## src/rtl/mips_mem_pkg.sv

```systemverilog
// Shared types and constants for the unified-memory port arbiter.
// Owner encoding doubles as the round-robin last-grant value.
package mips_mem_pkg;

  typedef enum logic [1:0] {IDLE, ACCESS, RESP} arb_state_t;

  localparam logic OWNER_CPU = 1'b0;
  localparam logic OWNER_DBG = 1'b1;
  localparam int   MAX_WAIT  = 15;

endpackage

```

## src/rtl/mem_port_arbiter_if.sv

```systemverilog
// CPU, debug and memory-side signals of the arbiter; slave = arbiter, master = surrounding system.
// Requesters hold req/we/adr/wd until their ready pulse.
interface mem_port_arbiter_if #(
  parameter int DW = 32,
  parameter int AW = 32
);

  logic          cpu_req;
  logic          cpu_we;
  logic [AW-1:0] cpu_adr;
  logic [DW-1:0] cpu_wd;
  logic [DW-1:0] cpu_rd;
  logic          cpu_ready;

  logic          dbg_req;
  logic          dbg_we;
  logic [AW-1:0] dbg_adr;
  logic [DW-1:0] dbg_wd;
  logic [DW-1:0] dbg_rd;
  logic          dbg_ready;

  logic          mem_en;
  logic          mem_we;
  logic [AW-1:0] mem_adr;
  logic [DW-1:0] mem_wd;
  logic [DW-1:0] mem_rd;

  logic          owner;

  modport slave (
    input  cpu_req, cpu_we, cpu_adr, cpu_wd,
    output cpu_rd, cpu_ready,
    input  dbg_req, dbg_we, dbg_adr, dbg_wd,
    output dbg_rd, dbg_ready,
    output mem_en, mem_we, mem_adr, mem_wd,
    input  mem_rd,
    output owner
  );

  modport master (
    output cpu_req, cpu_we, cpu_adr, cpu_wd,
    input  cpu_rd, cpu_ready,
    output dbg_req, dbg_we, dbg_adr, dbg_wd,
    input  dbg_rd, dbg_ready,
    input  mem_en, mem_we, mem_adr, mem_wd,
    output mem_rd,
    input  owner
  );

endinterface

```

## src/rtl/mem_port_arbiter_rr.sv

```systemverilog
// Two-requester round-robin grant; a tie goes to the requester that did not win last time.
// last_grant only moves on an enabled edge with at least one request present.
module rr_arbiter2
  import mips_mem_pkg::*;
(
  input  logic       clk,
  input  logic       reset_n,
  input  logic [1:0] req,
  input  logic       gnt_en,
  output logic       gnt,
  output logic       last_grant
);

  always_comb begin
    gnt = last_grant;
    case (req)
      2'b01:   gnt = OWNER_CPU;
      2'b10:   gnt = OWNER_DBG;
      2'b11:   gnt = ~last_grant;
      default: gnt = last_grant;
    endcase
  end

  // Reset to debug so the CPU takes the first tie.
  always_ff @(posedge clk or negedge reset_n) begin
    if (!reset_n)
      last_grant <= OWNER_DBG;
    else if (gnt_en && (|req))
      last_grant <= gnt;
  end

endmodule

```

## src/rtl/mem_port_arbiter.sv

```systemverilog
// Shares one memory between CPU and debug ports: IDLE -> ACCESS (WAIT cycles) -> RESP (1-cycle ready).
// Latency WAIT+1 from accept to ready, one access per WAIT+2 cycles; losing requester waits for the next grant.
module mem_port_arbiter
  import mips_mem_pkg::*;
#(
  parameter int DW   = 32,
  parameter int AW   = 32,
  parameter int WAIT = 2
) (
  input logic              clk,
  input logic              reset_n,
  mem_port_arbiter_if.slave bus
);

  localparam int            CW   = $clog2(WAIT + 1);
  localparam logic [CW-1:0] LAST = CW'(WAIT - 1);

  if ((WAIT < 1) || (WAIT > MAX_WAIT)) begin : g_bad_wait
    $error("mem_port_arbiter: WAIT must be in 1..15");
  end

  arb_state_t    state, state_nxt;
  logic [CW-1:0] cnt;
  logic          lat_we;
  logic [AW-1:0] lat_adr;
  logic [DW-1:0] lat_wd;
  logic [DW-1:0] rd_q, cpu_rd_q, dbg_rd_q;
  logic          gnt, owner_q, accept, last_cyc;
  logic          en_c, we_c, cpu_rdy_c, dbg_rdy_c;

  assign accept   = (state == IDLE) && (bus.cpu_req || bus.dbg_req);
  assign last_cyc = (state == ACCESS) && (cnt == LAST);

  rr_arbiter2 u_arb (
    .clk        (clk),
    .reset_n    (reset_n),
    .req        ({bus.dbg_req, bus.cpu_req}),
    .gnt_en     (state == IDLE),
    .gnt        (gnt),
    .last_grant (owner_q)
  );

  always_ff @(posedge clk or negedge reset_n) begin
    if (!reset_n) state <= IDLE;
    else          state <= state_nxt;
  end

  always_comb begin
    state_nxt = state;
    en_c      = 1'b0;
    we_c      = 1'b0;
    cpu_rdy_c = 1'b0;
    dbg_rdy_c = 1'b0;
    case (state)
      IDLE: begin
        if (accept) state_nxt = ACCESS;
      end
      ACCESS: begin
        en_c = 1'b1;
        we_c = lat_we && (cnt == LAST);
        if (cnt == LAST) state_nxt = RESP;
      end
      RESP: begin
        cpu_rdy_c = (owner_q == OWNER_CPU);
        dbg_rdy_c = (owner_q == OWNER_DBG);
        state_nxt = IDLE;
      end
      default: state_nxt = IDLE;
    endcase
  end

  // Request is frozen at the grant edge; requester-side changes during ACCESS are ignored.
  always_ff @(posedge clk or negedge reset_n) begin
    if (!reset_n) begin
      cnt      <= '0;
      lat_we   <= 1'b0;
      lat_adr  <= '0;
      lat_wd   <= '0;
      rd_q     <= '0;
      cpu_rd_q <= '0;
      dbg_rd_q <= '0;
    end else begin
      if (accept) begin
        lat_we  <= gnt ? bus.dbg_we  : bus.cpu_we;
        lat_adr <= gnt ? bus.dbg_adr : bus.cpu_adr;
        lat_wd  <= gnt ? bus.dbg_wd  : bus.cpu_wd;
      end
      if (state == ACCESS)
        cnt <= (cnt == LAST) ? '0 : cnt + CW'(1);
      if (last_cyc)
        rd_q <= bus.mem_rd;
      if (state == RESP) begin
        if (owner_q == OWNER_CPU) cpu_rd_q <= rd_q;
        else                      dbg_rd_q <= rd_q;
      end
    end
  end

  assign bus.mem_en    = en_c;
  assign bus.mem_we    = we_c;
  assign bus.mem_adr   = lat_adr;
  assign bus.mem_wd    = lat_wd;
  assign bus.cpu_ready = cpu_rdy_c;
  assign bus.dbg_ready = dbg_rdy_c;
  assign bus.cpu_rd    = cpu_rdy_c ? rd_q : cpu_rd_q;
  assign bus.dbg_rd    = dbg_rdy_c ? rd_q : dbg_rd_q;
  assign bus.owner     = owner_q;

endmodule

```

## src/flat_wrapper.sv

```systemverilog
// flat-port wrapper written by rule: the top's interface ports become plain ports
module mem_port_arbiter_flat import mips_mem_pkg::*;
#(
  parameter int DW   = 32,
  parameter int AW   = 32,
  parameter int WAIT = 2
)
  (clk, reset_n, bus_cpu_req, bus_cpu_we, bus_cpu_adr, bus_cpu_wd, bus_cpu_rd, bus_cpu_ready, bus_dbg_req, bus_dbg_we, bus_dbg_adr, bus_dbg_wd, bus_dbg_rd, bus_dbg_ready, bus_mem_en, bus_mem_we, bus_mem_adr, bus_mem_wd, bus_mem_rd, bus_owner);
  mem_port_arbiter_if #(.DW(DW), .AW(AW)) bus_i ();
  input logic clk;
  input logic reset_n;
  input wire logic [$bits(bus_i.cpu_req)-1:0] bus_cpu_req;
  input wire logic [$bits(bus_i.cpu_we)-1:0] bus_cpu_we;
  input wire logic [$bits(bus_i.cpu_adr)-1:0] bus_cpu_adr;
  input wire logic [$bits(bus_i.cpu_wd)-1:0] bus_cpu_wd;
  output wire logic [$bits(bus_i.cpu_rd)-1:0] bus_cpu_rd;
  output wire logic [$bits(bus_i.cpu_ready)-1:0] bus_cpu_ready;
  input wire logic [$bits(bus_i.dbg_req)-1:0] bus_dbg_req;
  input wire logic [$bits(bus_i.dbg_we)-1:0] bus_dbg_we;
  input wire logic [$bits(bus_i.dbg_adr)-1:0] bus_dbg_adr;
  input wire logic [$bits(bus_i.dbg_wd)-1:0] bus_dbg_wd;
  output wire logic [$bits(bus_i.dbg_rd)-1:0] bus_dbg_rd;
  output wire logic [$bits(bus_i.dbg_ready)-1:0] bus_dbg_ready;
  output wire logic [$bits(bus_i.mem_en)-1:0] bus_mem_en;
  output wire logic [$bits(bus_i.mem_we)-1:0] bus_mem_we;
  output wire logic [$bits(bus_i.mem_adr)-1:0] bus_mem_adr;
  output wire logic [$bits(bus_i.mem_wd)-1:0] bus_mem_wd;
  input wire logic [$bits(bus_i.mem_rd)-1:0] bus_mem_rd;
  output wire logic [$bits(bus_i.owner)-1:0] bus_owner;
  assign bus_i.cpu_req = bus_cpu_req;
  assign bus_i.cpu_we = bus_cpu_we;
  assign bus_i.cpu_adr = bus_cpu_adr;
  assign bus_i.cpu_wd = bus_cpu_wd;
  assign bus_cpu_rd = bus_i.cpu_rd;
  assign bus_cpu_ready = bus_i.cpu_ready;
  assign bus_i.dbg_req = bus_dbg_req;
  assign bus_i.dbg_we = bus_dbg_we;
  assign bus_i.dbg_adr = bus_dbg_adr;
  assign bus_i.dbg_wd = bus_dbg_wd;
  assign bus_dbg_rd = bus_i.dbg_rd;
  assign bus_dbg_ready = bus_i.dbg_ready;
  assign bus_mem_en = bus_i.mem_en;
  assign bus_mem_we = bus_i.mem_we;
  assign bus_mem_adr = bus_i.mem_adr;
  assign bus_mem_wd = bus_i.mem_wd;
  assign bus_i.mem_rd = bus_mem_rd;
  assign bus_owner = bus_i.owner;
  mem_port_arbiter #(.DW(DW), .AW(AW), .WAIT(WAIT)) u_core (.clk(clk), .reset_n(reset_n), .bus(bus_i));
endmodule
```

## config.mk

```make
export PLATFORM = sky130hd
export DESIGN_NAME = mem_port_arbiter_flat
export DESIGN_NICKNAME = d
export VERILOG_FILES = /design/src/rtl/mips_mem_pkg.sv /design/src/rtl/mem_port_arbiter_if.sv /design/src/rtl/mem_port_arbiter_rr.sv /design/src/rtl/mem_port_arbiter.sv /design/src/flat_wrapper.sv
export SDC_FILE = /design/constraint.sdc
export NUM_CORES = 1
export LEC_CHECK = 0
export CORE_MARGIN = 2
export CORE_UTILIZATION = 44
export DETAILED_ROUTE_END_ITERATION = 10
export GPL_ROUTABILITY_DRIVEN = 0
export GPL_TIMING_DRIVEN = 0
export PLACE_DENSITY_LB_ADDON = 0.25
export SLEW_MARGIN = 0
export SYNTH_ARGS = -nofsm -noshare
export SYNTH_HDL_FRONTEND = slang
export SYNTH_SLANG_ARGS = --single-unit
```

## constraint.sdc

```tcl
create_clock -name clk -period 2 [get_ports clk]
set_input_delay 0.2 -clock clk [delete_from_list [all_inputs] [get_ports clk]]
set_output_delay 0.2 -clock clk [all_outputs]
set_load 0.02 [all_outputs]
```

==> reports/summary.txt <==
status: finished, violations left
failing checks: setup timing
Sequential Area: 4160 um^2
Routed WL per cell: 18.8 um
clock sink count: 166
crit path max fanout: 7
Crit. End Element: primary output
Max Cap Viol: 0
CTS Root Cell: clkbuf_16
vias in the first global route: 6753
first-pass GRT wire length: 35900 um
Async SR Flop Fraction: 100%
LEAKAGE: 5.15 nW
routed wire length: 23000 um
max-slew violation count: 0
syn_nets: 804
Filler Cell Count: 1158
Worst R2R Setup Slack: 0.16 ns
largest net degree at the start of global routing: 97
Clock transition at path regs: 0.06 ns
unrepaired setup endpoints after global routing: yes
#FFs+latches synth: 166
clock buffer count from CTS: 17
Pwr Total: 0.0213 W
Crit. Startpoint: u_core.state[1]$_DFFE_PN0P_
all-layer global routing usage: 25.5%
Hold WC Path Type: input port to async pin
final hold vios: 0
grt total ovfl: 0
power per standard cell area: 1760 nW/um^2
CTS H-tree lvls: 4
share of power burned in the clock network: 16.6%
Die Span Y: 135 um
Final ANT Viol Nets: 0
drt drc: 0
I/O Buffers: 298
vias per inst: 5.37
Main synth FF type: dfrtp_1
cells after synthesis: 638
DR iter-0 viols: 324
crit path launch type: flop
Mean Syn Cell Area: 11.8 um^2
Rel. slew slack: 62.9%
diodes inserted: 0
Pint: 0.0133 W
Critical Path RT: 1.80 ns
Logic pwr share: 54.7%
share of layout cells above drive strength 1: 30.0%
Synth warnings: 0
post-route clock period utilization: 108%
Post-synth EDFFs: 0
die area: 18200 um^2
Die Width: 135 um
area of the multi-input gates: 3200 um^2
achievable clock frequency: 463 MHz
Final TNS setup: -5.69 ns
commonest non-fill, non-tap cells in the layout: clkdlybuf4s50_1 (229), dfrtp_1 (165), buf_6 (81)
sequential share of the synthesized area: 55.1%
dpl hpwl: 15800 um
crit path time final: 2.16 ns
worst r2r src: u_core.state[1]$_DFFE_PN0P_
final non-filler cell total: 1221
row count: 47
WS Path Type: flop to primary output
Flop pwr share: 28.7%
Setup Skew: 0.0120 ns
nets: 1156
commonest non-fill, non-tap cell in the layout: clkdlybuf4s50_1
area grow syn2layout: 60.5%
CTS tree: done
Synth Cell Area: 7540 um^2
vias: 6557
final core utilization: 72.7%
TritonRoute pass-1 iters: 5
Setup WS post-layout: -0.160 ns
Peak supply drop: 0.837 mV
Netlist cell types: 29
Placed Cells: 1157
worst slew pin tran: 0.557 ns
initial antenna violation count: 0
Max Root-Sink Buffers: 2
CP arrival: 1.96 ns
Sw Share: 37.7%
Initial Util: 45.3%
Top Ports: 299
Core ar.: 16600 um^2
Final setup violation count: 61
Worst-Skew Late Latency: 0.43 ns
switching pwr: 0.00802 W
-- timing repair --
item                                   in CTS  in global routing
endpoints found under the hold margin      69                  0
setup buffers                              25                  9
setup endpoints to repair                  67                 69
gates resized for setup                   409                 63
cloned                                      3                  2
hold buffers                                1                  0
pin swaps                                   1                  2
-- cell usage after synthesis, types with 2 or more instances --
cell type,instances,area share [%]
buf_6,7,1.0
buf_4,7,0.70
dfrtp_1,165,55
a31oi_2,12,2.0
clkbuf_1,28,1.4
o21ai_0,54,3.6
buf_2,19,1.3
buf_1,2,0.10
nand3_1,65,4.3
and2_1,2,0.17
nor2b_1,2,0.17
nand2b_1,3,0.25
clkbuf_2,2,0.13
a31oi_1,54,4.5
mux2_1,10,1.5
a21oi_1,66,4.4
mux2_2,118,18
o21ai_1,11,0.73
-- routing by layer --
metal	up-vias	track usage, %	share of wire [%]
li1	3054	-	-
met1	3226	30.1	39
met2	247	44.8	52
met3	30	7.88	7.1
met4	0	7.25	1.6
met5	-	0	0
-- kinds of logic (layout without fill, tap and decap cells) --
kind of cell    after synthesis  in the layout  synth area share (%)
compound gates              199            199                  15.4
xor+xnor                      1              1                 0.116
buf+inv                      66            429                  4.68
flops                       166            166                  55.1
mux                         128            128                  19.1
simple gates                 78             78                  5.59
-- stage by stage --
step                hold slack [ns]  area, um^2  worst slack, ns
global route                  0.340       12100           -0.228
detailed placement            0.204       10800           -0.310
CTS                           0.330       11900           -0.211
global placement              0.477       10800            -6.14
finish                        0.325       12100           -0.160
floorplan                   -0.0956        7540            0.387
-- state kept, by name, indices dropped and copies added (netlist names), 2 cells and up --
signal,flops
u_core.cnt,2
u_core.dbg_rd_q,32
u_core.bus.mem_adr,32
u_core.rd_q,32
u_core.cpu_rd_q,32
u_core.state,2
u_core.bus.mem_wd,32
-- power by group through the flow --
stage / sequential [W] / clock, W / combinational [W]
4_1_cts: 0.00605 / 0.00359 / 0.0112
3_5_place_dp: 0.00607 / 0 / 0.0106
3_3_place_gp: 0.00601 / 0 / 0.0104
6_report: 0.00612 / 0.00353 / 0.0116
2_1_floorplan: 0.00668 / 0 / 0.00534
5_1_grt: 0.00632 / 0.00376 / 0.0124
-- area by class of cell --
| cell class | count | share of cell area [%] |
|---|---|---|
| buffer | 62 | 3.13 |
| clock buffer | 18 | 3.55 |
| clock inverter | 12 | 1.65 |
| inverter | 1 | 0.0310 |
| multi-input combinational | 406 | 26.4 |
| sequential | 166 | 34.3 |
| tap | 220 | 2.28 |
| timing repair buffer | 336 | 28.6 |
-- worst paths after layout --
path / endpoint / cells past startpoint
worst max-delay path: bus_dbg_rd[19] / 7
worst min-delay path: u_core.dbg_rd_q[25]$_DFFE_PN0P_ / 2
worst max register to register: u_core.rd_q[18]$_DFFE_PN0P_ / 7
worst min register to register: u_core.cpu_rd_q[22]$_DFFE_PN0P_ / 1
max in group asynchronous: u_core.bus.mem_wd[29]$_DFFE_PN0P_ / 3
min in group clk: u_core.bus.mem_adr[7]$_DFFE_PN0P_ / 3
-- critical path, cell delays in order (launching register included) --
cell and delay (ns):
dfrtp_1 0.39, buf_4 0.14, nand3b_1 0.08, buf_6 0.18
buf_8 0.15, buf_6 0.11, mux2_2 0.35, buf_6 0.14
No activity file was read; power rests on OpenSTA's default activity.
